## src/rtl/mc_pkg.sv

```systemverilog
// Shared types and encodings for the multi-cycle RISC-V control unit.
package mc_pkg;

  localparam int unsigned STATE_W = 4;
  localparam int unsigned OP_W    = 7;

  typedef enum logic [STATE_W-1:0] {
    S_FETCH    = 4'd0,
    S_DECODE   = 4'd1,
    S_MEMADR   = 4'd2,
    S_MEMREAD  = 4'd3,
    S_MEMWB    = 4'd4,
    S_MEMWRITE = 4'd5,
    S_EXECR    = 4'd6,
    S_ALUWB    = 4'd7,
    S_EXECI    = 4'd8,
    S_JAL      = 4'd9,
    S_BRANCH   = 4'd10
  } state_t;

  localparam logic [OP_W-1:0] OP_LOAD   = 7'b0000011;
  localparam logic [OP_W-1:0] OP_STORE  = 7'b0100011;
  localparam logic [OP_W-1:0] OP_R      = 7'b0110011;
  localparam logic [OP_W-1:0] OP_I      = 7'b0010011;
  localparam logic [OP_W-1:0] OP_BRANCH = 7'b1100011;
  localparam logic [OP_W-1:0] OP_JAL    = 7'b1101111;

  localparam logic [2:0] IMM_I = 3'b000;
  localparam logic [2:0] IMM_S = 3'b001;
  localparam logic [2:0] IMM_B = 3'b010;
  localparam logic [2:0] IMM_J = 3'b011;

  localparam logic [2:0] ALU_ADD = 3'b000;
  localparam logic [2:0] ALU_SUB = 3'b001;
  localparam logic [2:0] ALU_AND = 3'b010;
  localparam logic [2:0] ALU_OR  = 3'b011;
  localparam logic [2:0] ALU_SLT = 3'b101;

  localparam logic [1:0] ALUOP_ADD   = 2'b00;
  localparam logic [1:0] ALUOP_SUB   = 2'b01;
  localparam logic [1:0] ALUOP_FUNCT = 2'b10;

  localparam logic [1:0] SRCA_PC    = 2'b00;
  localparam logic [1:0] SRCA_OLDPC = 2'b01;
  localparam logic [1:0] SRCA_RS1   = 2'b10;

  localparam logic [1:0] SRCB_RS2  = 2'b00;
  localparam logic [1:0] SRCB_IMM  = 2'b01;
  localparam logic [1:0] SRCB_FOUR = 2'b10;

  localparam logic [1:0] RES_ALUOUT    = 2'b00;
  localparam logic [1:0] RES_DATA      = 2'b01;
  localparam logic [1:0] RES_ALURESULT = 2'b10;

  // Moore control word produced by the main FSM for the current state
  typedef struct packed {
    logic [1:0] alusrca;
    logic [1:0] alusrcb;
    logic [1:0] aluop;
    logic [1:0] resultsrc;
    logic       adrsrc;
    logic       irwrite;
    logic       pcupdate;
    logic       branch;
    logic       regwrite;
    logic       memwrite;
  } ctrl_t;

  function automatic logic [2:0] imm_decode(input logic [OP_W-1:0] op);
    case (op)
      OP_LOAD, OP_I: imm_decode = IMM_I;
      OP_STORE:      imm_decode = IMM_S;
      OP_BRANCH:     imm_decode = IMM_B;
      OP_JAL:        imm_decode = IMM_J;
      default:       imm_decode = IMM_I;
    endcase
  endfunction

endpackage

```

## src/rtl/mc_if.sv

```systemverilog
// Controller <-> datapath bundle: instruction fields and zero in, selects/enables out.
interface mc_if;
  import mc_pkg::*;

  logic [OP_W-1:0]    op;
  logic [2:0]         funct3;
  logic               funct7b5;
  logic               zero;
  logic [2:0]         immsrc;
  logic [1:0]         alusrca;
  logic [1:0]         alusrcb;
  logic [2:0]         alucontrol;
  logic [1:0]         resultsrc;
  logic               adrsrc;
  logic               irwrite;
  logic               pcwrite;
  logic               regwrite;
  logic               memwrite;
  logic               illegal;
  logic [STATE_W-1:0] state_o;

  modport master (
    input  op, funct3, funct7b5, zero,
    output immsrc, alusrca, alusrcb, alucontrol, resultsrc, adrsrc,
           irwrite, pcwrite, regwrite, memwrite, illegal, state_o
  );

  modport slave (
    output op, funct3, funct7b5, zero,
    input  immsrc, alusrca, alusrcb, alucontrol, resultsrc, adrsrc,
           irwrite, pcwrite, regwrite, memwrite, illegal, state_o
  );
endinterface

```

## src/rtl/mc_aludec.sv

```systemverilog
// Combinational ALU decoder: maps aluop and instruction fields to an ALU function.
module mc_aludec
  import mc_pkg::*;
(
  input  logic [1:0] aluop,
  input  logic [2:0] funct3,
  input  logic       op5,
  input  logic       funct7b5,
  output logic [2:0] alucontrol_c
);

  always_comb begin
    alucontrol_c = ALU_ADD;
    case (aluop)
      ALUOP_ADD: alucontrol_c = ALU_ADD;
      ALUOP_SUB: alucontrol_c = ALU_SUB;
      ALUOP_FUNCT: begin
        case (funct3)
          // only R-type (op5=1) with funct7b5 selects sub; addi ignores funct7
          3'b000:  alucontrol_c = (op5 & funct7b5) ? ALU_SUB : ALU_ADD;
          3'b010:  alucontrol_c = ALU_SLT;
          3'b110:  alucontrol_c = ALU_OR;
          3'b111:  alucontrol_c = ALU_AND;
          default: alucontrol_c = ALU_ADD;
        endcase
      end
      default: alucontrol_c = ALU_ADD;
    endcase
  end

endmodule

```

## src/rtl/mc_controller.sv

```systemverilog
// Multi-cycle RISC-V control unit: Moore main FSM, immediate select and ALU decode.
module mc_controller
  import mc_pkg::*;
#(
  parameter bit SUPPORT_BNE = 1'b1
) (
  input  logic clk,
  input  logic reset,
  mc_if.master bus
);

  state_t state;
  state_t state_nxt;
  state_t state_dec;
  ctrl_t  ctl;
  logic   illegal_dec;
  logic   taken;
  logic   bne_en;

  assign bne_en = SUPPORT_BNE;

  // Selects follow the FETCH decode for as long as reset is held
  assign state_dec = reset ? S_FETCH : state;

  always_ff @(posedge clk) begin
    if (reset) state <= S_FETCH;
    else       state <= state_nxt;
  end

  always_comb begin
    ctl         = '0;
    state_nxt   = S_FETCH;
    illegal_dec = 1'b0;
    case (state_dec)
      S_FETCH: begin
        ctl.irwrite   = 1'b1;
        ctl.alusrca   = SRCA_PC;
        ctl.alusrcb   = SRCB_FOUR;
        ctl.resultsrc = RES_ALURESULT;
        ctl.pcupdate  = 1'b1;
        state_nxt     = S_DECODE;
      end
      S_DECODE: begin
        ctl.alusrca = SRCA_OLDPC;
        ctl.alusrcb = SRCB_IMM;
        case (bus.op)
          OP_LOAD, OP_STORE: state_nxt = S_MEMADR;
          OP_R:              state_nxt = S_EXECR;
          OP_I:              state_nxt = S_EXECI;
          OP_JAL:            state_nxt = S_JAL;
          OP_BRANCH: begin
            if (bne_en || (bus.funct3 == 3'b000)) state_nxt = S_BRANCH;
            else                                  illegal_dec = 1'b1;
          end
          default: illegal_dec = 1'b1;
        endcase
      end
      S_MEMADR: begin
        ctl.alusrca = SRCA_RS1;
        ctl.alusrcb = SRCB_IMM;
        state_nxt   = bus.op[5] ? S_MEMWRITE : S_MEMREAD;
      end
      S_MEMREAD: begin
        ctl.resultsrc = RES_ALUOUT;
        ctl.adrsrc    = 1'b1;
        state_nxt     = S_MEMWB;
      end
      S_MEMWB: begin
        ctl.resultsrc = RES_DATA;
        ctl.regwrite  = 1'b1;
      end
      S_MEMWRITE: begin
        ctl.resultsrc = RES_ALUOUT;
        ctl.adrsrc    = 1'b1;
        ctl.memwrite  = 1'b1;
      end
      S_EXECR: begin
        ctl.alusrca = SRCA_RS1;
        ctl.alusrcb = SRCB_RS2;
        ctl.aluop   = ALUOP_FUNCT;
        state_nxt   = S_ALUWB;
      end
      S_ALUWB: begin
        ctl.resultsrc = RES_ALUOUT;
        ctl.regwrite  = 1'b1;
      end
      S_EXECI: begin
        ctl.alusrca = SRCA_RS1;
        ctl.alusrcb = SRCB_IMM;
        ctl.aluop   = ALUOP_FUNCT;
        state_nxt   = S_ALUWB;
      end
      S_JAL: begin
        ctl.alusrca   = SRCA_OLDPC;
        ctl.alusrcb   = SRCB_FOUR;
        ctl.resultsrc = RES_ALUOUT;
        ctl.pcupdate  = 1'b1;
        state_nxt     = S_ALUWB;
      end
      S_BRANCH: begin
        ctl.alusrca   = SRCA_RS1;
        ctl.alusrcb   = SRCB_RS2;
        ctl.aluop     = ALUOP_SUB;
        ctl.resultsrc = RES_ALUOUT;
        ctl.branch    = 1'b1;
      end
      default: state_nxt = S_FETCH;
    endcase
  end

  mc_aludec u_aludec (
    .aluop        (ctl.aluop),
    .funct3       (bus.funct3),
    .op5          (bus.op[5]),
    .funct7b5     (bus.funct7b5),
    .alucontrol_c (bus.alucontrol)
  );

  // bne inverts the sense of zero when enabled
  assign taken = bus.zero ^ (bne_en & bus.funct3[0]);

  assign bus.immsrc    = imm_decode(bus.op);
  assign bus.alusrca   = ctl.alusrca;
  assign bus.alusrcb   = ctl.alusrcb;
  assign bus.resultsrc = ctl.resultsrc;
  assign bus.adrsrc    = ctl.adrsrc;
  assign bus.irwrite   = ctl.irwrite & ~reset;
  assign bus.pcwrite   = (ctl.pcupdate | (ctl.branch & taken)) & ~reset;
  assign bus.regwrite  = ctl.regwrite & ~reset;
  assign bus.memwrite  = ctl.memwrite & ~reset;
  assign bus.illegal   = illegal_dec & ~reset;
  assign bus.state_o   = state;

endmodule

```

## src/flat_wrapper.sv

```systemverilog
// flat-port wrapper written by rule: the top's interface ports become plain ports
module mc_controller_flat import mc_pkg::*;
#(
  parameter bit SUPPORT_BNE = 1'b1
)
  (clk, reset, bus_op, bus_funct3, bus_funct7b5, bus_zero, bus_immsrc, bus_alusrca, bus_alusrcb, bus_alucontrol, bus_resultsrc, bus_adrsrc, bus_irwrite, bus_pcwrite, bus_regwrite, bus_memwrite, bus_illegal, bus_state_o);
  mc_if bus_i ();
  input  logic clk;
  input  logic reset;
  input wire logic [$bits(bus_i.op)-1:0] bus_op;
  input wire logic [$bits(bus_i.funct3)-1:0] bus_funct3;
  input wire logic [$bits(bus_i.funct7b5)-1:0] bus_funct7b5;
  input wire logic [$bits(bus_i.zero)-1:0] bus_zero;
  output wire logic [$bits(bus_i.immsrc)-1:0] bus_immsrc;
  output wire logic [$bits(bus_i.alusrca)-1:0] bus_alusrca;
  output wire logic [$bits(bus_i.alusrcb)-1:0] bus_alusrcb;
  output wire logic [$bits(bus_i.alucontrol)-1:0] bus_alucontrol;
  output wire logic [$bits(bus_i.resultsrc)-1:0] bus_resultsrc;
  output wire logic [$bits(bus_i.adrsrc)-1:0] bus_adrsrc;
  output wire logic [$bits(bus_i.irwrite)-1:0] bus_irwrite;
  output wire logic [$bits(bus_i.pcwrite)-1:0] bus_pcwrite;
  output wire logic [$bits(bus_i.regwrite)-1:0] bus_regwrite;
  output wire logic [$bits(bus_i.memwrite)-1:0] bus_memwrite;
  output wire logic [$bits(bus_i.illegal)-1:0] bus_illegal;
  output wire logic [$bits(bus_i.state_o)-1:0] bus_state_o;
  assign bus_i.op = bus_op;
  assign bus_i.funct3 = bus_funct3;
  assign bus_i.funct7b5 = bus_funct7b5;
  assign bus_i.zero = bus_zero;
  assign bus_immsrc = bus_i.immsrc;
  assign bus_alusrca = bus_i.alusrca;
  assign bus_alusrcb = bus_i.alusrcb;
  assign bus_alucontrol = bus_i.alucontrol;
  assign bus_resultsrc = bus_i.resultsrc;
  assign bus_adrsrc = bus_i.adrsrc;
  assign bus_irwrite = bus_i.irwrite;
  assign bus_pcwrite = bus_i.pcwrite;
  assign bus_regwrite = bus_i.regwrite;
  assign bus_memwrite = bus_i.memwrite;
  assign bus_illegal = bus_i.illegal;
  assign bus_state_o = bus_i.state_o;
  mc_controller #(.SUPPORT_BNE(SUPPORT_BNE)) u_core (.clk(clk), .reset(reset), .bus(bus_i));
endmodule
```

## config.mk

```make
export PLATFORM = sky130hd
export DESIGN_NAME = mc_controller_flat
export DESIGN_NICKNAME = d
export VERILOG_FILES = /design/src/rtl/mc_pkg.sv /design/src/rtl/mc_if.sv /design/src/rtl/mc_aludec.sv /design/src/rtl/mc_controller.sv /design/src/flat_wrapper.sv
export SDC_FILE = /design/constraint.sdc
export NUM_CORES = 1
export LEC_CHECK = 0
export CORE_MARGIN = 2
export CORE_UTILIZATION = 39
export CTS_CLUSTER_DIAMETER = 100
export DETAILED_ROUTE_END_ITERATION = 8
export PLACE_DENSITY_LB_ADDON = 0.15
export SLEW_MARGIN = 25
export SYNTH_ARGS = -nofsm -noshare
export SYNTH_HDL_FRONTEND = slang
export SYNTH_SLANG_ARGS = --single-unit
```

## constraint.sdc

```tcl
create_clock -name clk -period 4.05 [get_ports clk]
set_input_delay 0.81 -clock clk [delete_from_list [all_inputs] [get_ports clk]]
set_output_delay 0.81 -clock clk [all_outputs]
set_load 0.01 [all_outputs]
```

# After elaboration in Yosys (flattened, before gate mapping)
# Index checks and enable logic that the tools add are counted.
# Widths: inputs -> output; s select.
[totals]
reg_bits = 4
latchBits = 0
ram_bits = 0
romBits = 0
in_bits = 14
output_inout_bits = 22
elab_cells = 62
mem_count = 0
[op_classes]
add_sub_neg = 0
multipliers = 0
n_div = 0
order_cmp = 0
eq_ne = 21
shift = 0
muxes = 19
n_bitwise = 10
n_reduce_logical = 11
[op_table]
columns = ["op", "count"]
rows = [
  ["$pmux 4 s5", 3],
  ["$eq 4x3->1 const B", 4],
  ["$eq 7x6->1 const B", 2],
  ["$eq 7x7->1 const B", 2],
  ["$reduce_or 2->1", 7],
  ["$eq 4x4->1 const B", 3],
  ["$pmux 3 s4", 1],
  ["$mux 1", 9],
  ["$eq 4x2->1 const B", 2],
  ["$pmux 2 s2", 2],
  ["$and 1x1->1", 7],
  ["$eq 7x2->1 const B", 1],
  ["$eq 7x5->1 const B", 1],
  ["$eq 3x3->1 const B", 2],
  ["$pmux 2 s3", 1],
  ["$pmux 3 s2", 1],
  ["$reduce_or 6->1", 1],
  ["$eq 4x1->1 const B", 1],
  ["$logic_not 4->1", 1],
  ["$mux 4", 1],
  ["$eq 3x2->1 const B", 1],
  ["$logic_not 3->1", 1],
  ["$mux 3", 1],
  ["$reduce_or 3->1", 1],
  ["other kinds (5)", 5],
]

# Logic depth before layout (Yosys ltp)
[logic_depth]
depth_word = 6
depth_mapped = 8
depth_no_buf = 7

# Modules after synthesis
# From an unflattened synthesis, not the netlist that was laid out.
[unflattened]
cells_unflattened = 90
area_unflattened_um2 = 669.4
[by_module_without_submodules]
columns = ["mod", "n_inst", "cells_each", "area_each_um2", "seq_area_each_um2"]
rows = [
  ["mc_controller", 1, 79, 573.0, 80.1],
  ["mc_aludec", 1, 11, 96.3, 0.0],
]

# Worst setup path after synthesis
# Ideal clock, no wire load.
[synth_path]
kind = "input port to output port"
start = "input port reset"
end = "output port bus_alucontrol[2]"
arrival_time_ps = 2142
required_time_ps = 3240
path_slack_ps = 1098
stages = 5
path_buffers = 1
cell_sequence = "buf_2 -> nor4_1 -> inv_1 -> ha_1 -> nor4_1"
[synth_via]
elab_chain_len = 6
word_cells_on_any_way = 9
classes_between = "5 x eq/ne; 3 x mux; 1 x reduce/logical"
[synth_lines]
columns = ["item", "line_no", "text"]
rows = [
  ["start, declared", "flat_wrapper.sv:9", "input logic reset;"],
  ["$mux 4 (*)", "mc_controller.sv:23", "assign state_dec = reset ? S_FETCH : state;"],
  ["$eq 4x3->1 or $eq 4x4->1 (tied branches)", "mc_controller.sv:34", "case (state_dec)"],
  ["$reduce_or 2->1 (no line)", "n/a", ""],
  ["$pmux 2 s2 (*)", "mc_controller.sv:34", ""],
  ["$eq 2x2->1 or $eq 2x1->1 (tied branches)", "mc_aludec.sv:14", "case (aluop)"],
  ["$pmux 3 s2 (*)", "mc_aludec.sv:14", ""],
  ["end, declared", "flat_wrapper.sv:17", "output wire logic [$bits(bus_i.alucontrol)-1:0] bus_alucontrol;"],
]
# Every way passes the cells marked *; elsewhere a longest branch is shown, timed or not.

# Worst setup path after layout
# Ends and elaborated chain as after synthesis.

==> summary by stage <==
Finish
The final cell count without fillers is 130. Registers take 80.1 um^2. From synthesis to final layout, the design area changed by 60.9%. After filler insertion, the fill cell instance count of the layout stands at 126.

The number of antenna diodes in the final layout is 0. The final layout contains 132 nets. In the final layout, the multi-input gates occupy 453 um^2.

The share of final-layout standard cells stronger than drive strength 1 is 0.0877. The register with the most flip-flops in the layout has 4 of them. Measured on the finished design, the core utilization comes to 0.651.

Clocking
Clock tree synthesis found a total of 4 sinks. The count of instances resized after the clock tree is built is 0. The cell sitting at the root of the clock tree is a clkbuf_4. Counting the buffers created by CTS gives 3. TritonCTS built the clock tree. The clock input transition at the sequential cells of the worst setup and hold paths is 0.04 ns.

The number of setup buffers added after CTS is 0. The later pin in the worst-skew pair is clocked with a latency of 0.24 ns. After clock tree synthesis, the flow added hold-fix buffers numbering 0.

The deepest level of the CTS H-tree is 1. The deepest clock path buffer count is 2.

Synth
The post-synthesis average cell area is 7.17 um^2. The synthesized design contains 0 enable-type register cells. The summed instance area of the synthesized netlist is 588 um^2. In the synthesized netlist the dominant register cell turns out to be dfxtp_1. Ranked by total cell area, the synthesized netlist is headed by dfxtp_1, xor2_1, buf_2. The synthesis-stage register bit count is 4.

Synthesis produced 82 cells. Of the post-synthesis cell area, the dominant cell type holds 0.136. Of the synthesized area, sequential elements account for 0.136. The most used standard cell by instance count after synthesis is inv_1. The net count of the mapped netlist is 98. The commonest cells after synthesis are inv_1, buf_2, nand2_1, nor2_1, nor3_1. The number of distinct library cell variants in the gate-level netlist after synthesis is 41.

The number of warning messages in the yosys log is 0. For this run, asynchronously set or reset flops after synthesis account for 0. The library cell with the largest summed area after synthesis is dfxtp_1.

Global route
For this run, the total global-route usage over all layers was measured as 0.176. The number of global-route vias before repair came to 582. The initial antenna violation count is 0. The first global-routing pass estimated 2500 um of wire. Entering global routing, the biggest net connects 18 pins. The global route total overflow is 0.

Power
The switching fraction of total power is 0.282. The power density of the placed cells is 154 nW/um^2. The internal power of the cells totals 105 uW.

The share of total power dissipated in sequential elements is 0.304. The switching power is 41.1 uW. For this design the static power due to leakage is 0.000354 uW. The share of total power dissipated in combinational logic is 0.360. Of the total power, the clock network draws 0.336.

VDD sags by at most 0.000187 V.

STA
At the pin with the least slew margin, the transition time is 0.537 ns. The number of failing setup endpoints in the final timing report is 0. The final hold violation count is 0.

Clock skew on the completed layout was measured at 0.00592 ns. After routing, the total negative slack on setup checks comes to 0 ns. Setup repair after global routing left no endpoint under its margin.

The top achievable clock speed is 0.270 GHz. The worst pin sits at a relative slew slack of 0.642. Setup slack on the critical path of the routed design comes to 0.352 ns. The smallest clock period supported by the final layout is computed as 3.70 ns. The post-route fraction of the period consumed by the critical path is 0.913.

The number of pins with negative max-slew slack in the final report was 0.

Min path
The startpoint of the tightest hold check path is u_core.bus.state_o[1]. The path class of the tightest hold or removal check is reg -> reg. Along the worst hold path, the cell count comes to 2.

The path with the worst hold slack has its endpoint at u_core.bus.state_o[0].

Placed design
The HPWL after detailed placement is 1240 um. The total of buffers placed on input and output ports is 34. The global placer's final weighted congestion is 0.807. The worst slack after detailed placement is 0.342 ns. Counting tap cells, the placed design contains a total of 127 instances.

Route
The number of routed nets with antenna violations is 0. The number of DRC violations after detailed-routing iteration 0 is 3. After detailed routing, the average wire length per cell comes to 12.0 um. Wires add up to 1560 um.

Detailed routing inserted a total of 694 vias. The number of detailed-routing iterations run before antenna repair is 2. In the routed design, unresolved DRC markers number 0. The average via count per standard cell is 5.34.

Die
The effective utilization at floorplan is 0.404. The number of placement rows is 14. The overall die width is 42.8 um.

The die covers 1830 um^2. The core outline area is 1450 um^2. The height of the die is 42.8 um. 36 I/O pins were placed.

Outcome
The run finished with clean final reports.

Critical path
The required time of the critical path is 3.24 ns. The data arrival time of the critical path is 2.89 ns. The worst reg-to-reg setup slack is 2.70 ns.

The worst register-to-register path ends at u_core.bus.state_o[1]. The type of the setup path with the least slack is in -> out. The worst setup path is captured at an output pin. The worst flop-to-flop path startpoint is u_core.bus.state_o[2].

Measured in cells, the most critical reg-to-reg path has a length of 3. The maximum fanout along the worst path is 2. The kind of start point of the critical path is a primary input.

Job
The max-cap check violation count is 0.
-- how the worst max path moves through the flow --
stage | startpoint | to | slack (ns) | cells past startpoint
detailed placement | reset | bus_alucontrol[2] | 0.34 | 6
CTS | reset | bus_alucontrol[2] | 0.34 | 6
global route | reset | bus_alucontrol[2] | 0.11 | 6
global placement | reset | bus_alucontrol[2] | 0.38 | 6
finish | reset | bus_alucontrol[2] | 0.35 | 6
floorplan | reset | bus_alucontrol[2] | 1.10 | 5
-- cell type report --
type / instances / area share
multi-input cells: 66 / 0.479
clock buffers: 3 / 0.0238
well taps: 16 / 0.0212
repair buffers: 35 / 0.368
flip-flops and latches: 4 / 0.0847
inverters: 6 / 0.0238
-- through the flow --
stage / power, uW / cell area (um^2) / hold slack (ns)
finish: 146 / 946 / 0.702
global route: 156 / 946 / 0.732
CTS: 149 / 946 / 0.700
detailed placement: 97.5 / 923 / 0.701
global placement: 96.8 / 923 / 0.704
floorplan: 67.5 / 588 / 0.685
-- worst max-delay path: stages --
cell             delay, ns
clkdlybuf4s50_1       0.43
nor4_1                0.41
inv_1                 0.08
ha_1                  0.32
nor4_1                0.26
clkdlybuf4s50_1       0.58
-- power groups by stage --
| stage | clock network, uW | registers [uW] | logic (uW) |
|---|---|---|---|
| floorplan | 0 | 42.8 | 24.7 |
| global placement | 0 | 44.9 | 51.9 |
| detailed placement | 0 | 44.9 | 52.6 |
| CTS | 51.6 | 44.2 | 53.0 |
| global route | 54.6 | 44.7 | 57.1 |
| finish | 49.0 | 44.4 | 52.5 |
-- placed cells by master, fill, tap and decap left out, drive strengths merged, types with 2 or more instances in the layout --
master / netlist / layout
o22ai: 2 / 2
xor2: 4 / 4
or3: 2 / 2
and3: 2 / 2
o21ai: 4 / 4
nor2b: 2 / 2
a21oi: 2 / 2
dfxtp: 4 / 4
nor3: 5 / 5
o21a: 2 / 2
inv: 6 / 6
nor2: 5 / 5
clkdlybuf4s50: 0 / 34
nor4: 3 / 3
clkbuf: 0 / 3
nor3b: 3 / 3
and3b: 2 / 2
and2: 2 / 2
ha: 2 / 2
nand2: 5 / 5
-- cells by family (layout without fill, tap and decap cells) --
family,after synthesis,count (layout),synth area share
other,1,1,0.00638
flip-flops,4,4,0.136
adder cells (fa/ha/maj),2,2,0.0425
buffers and inverters,12,44,0.0936
AO/OA/AOI/OAI,18,18,0.223
AND/OR/NAND/NOR,40,40,0.423
XOR/XNOR,5,5,0.0745
-- layer usage --
metal / part of all wire / track usage
met5: 0 / 0
met1: 0.44 / 0.228
met3: 0.057 / 0.0596
met4: 0 / 0.0500
met2: 0.51 / 0.276
Power figures use the tool's default switching activity.
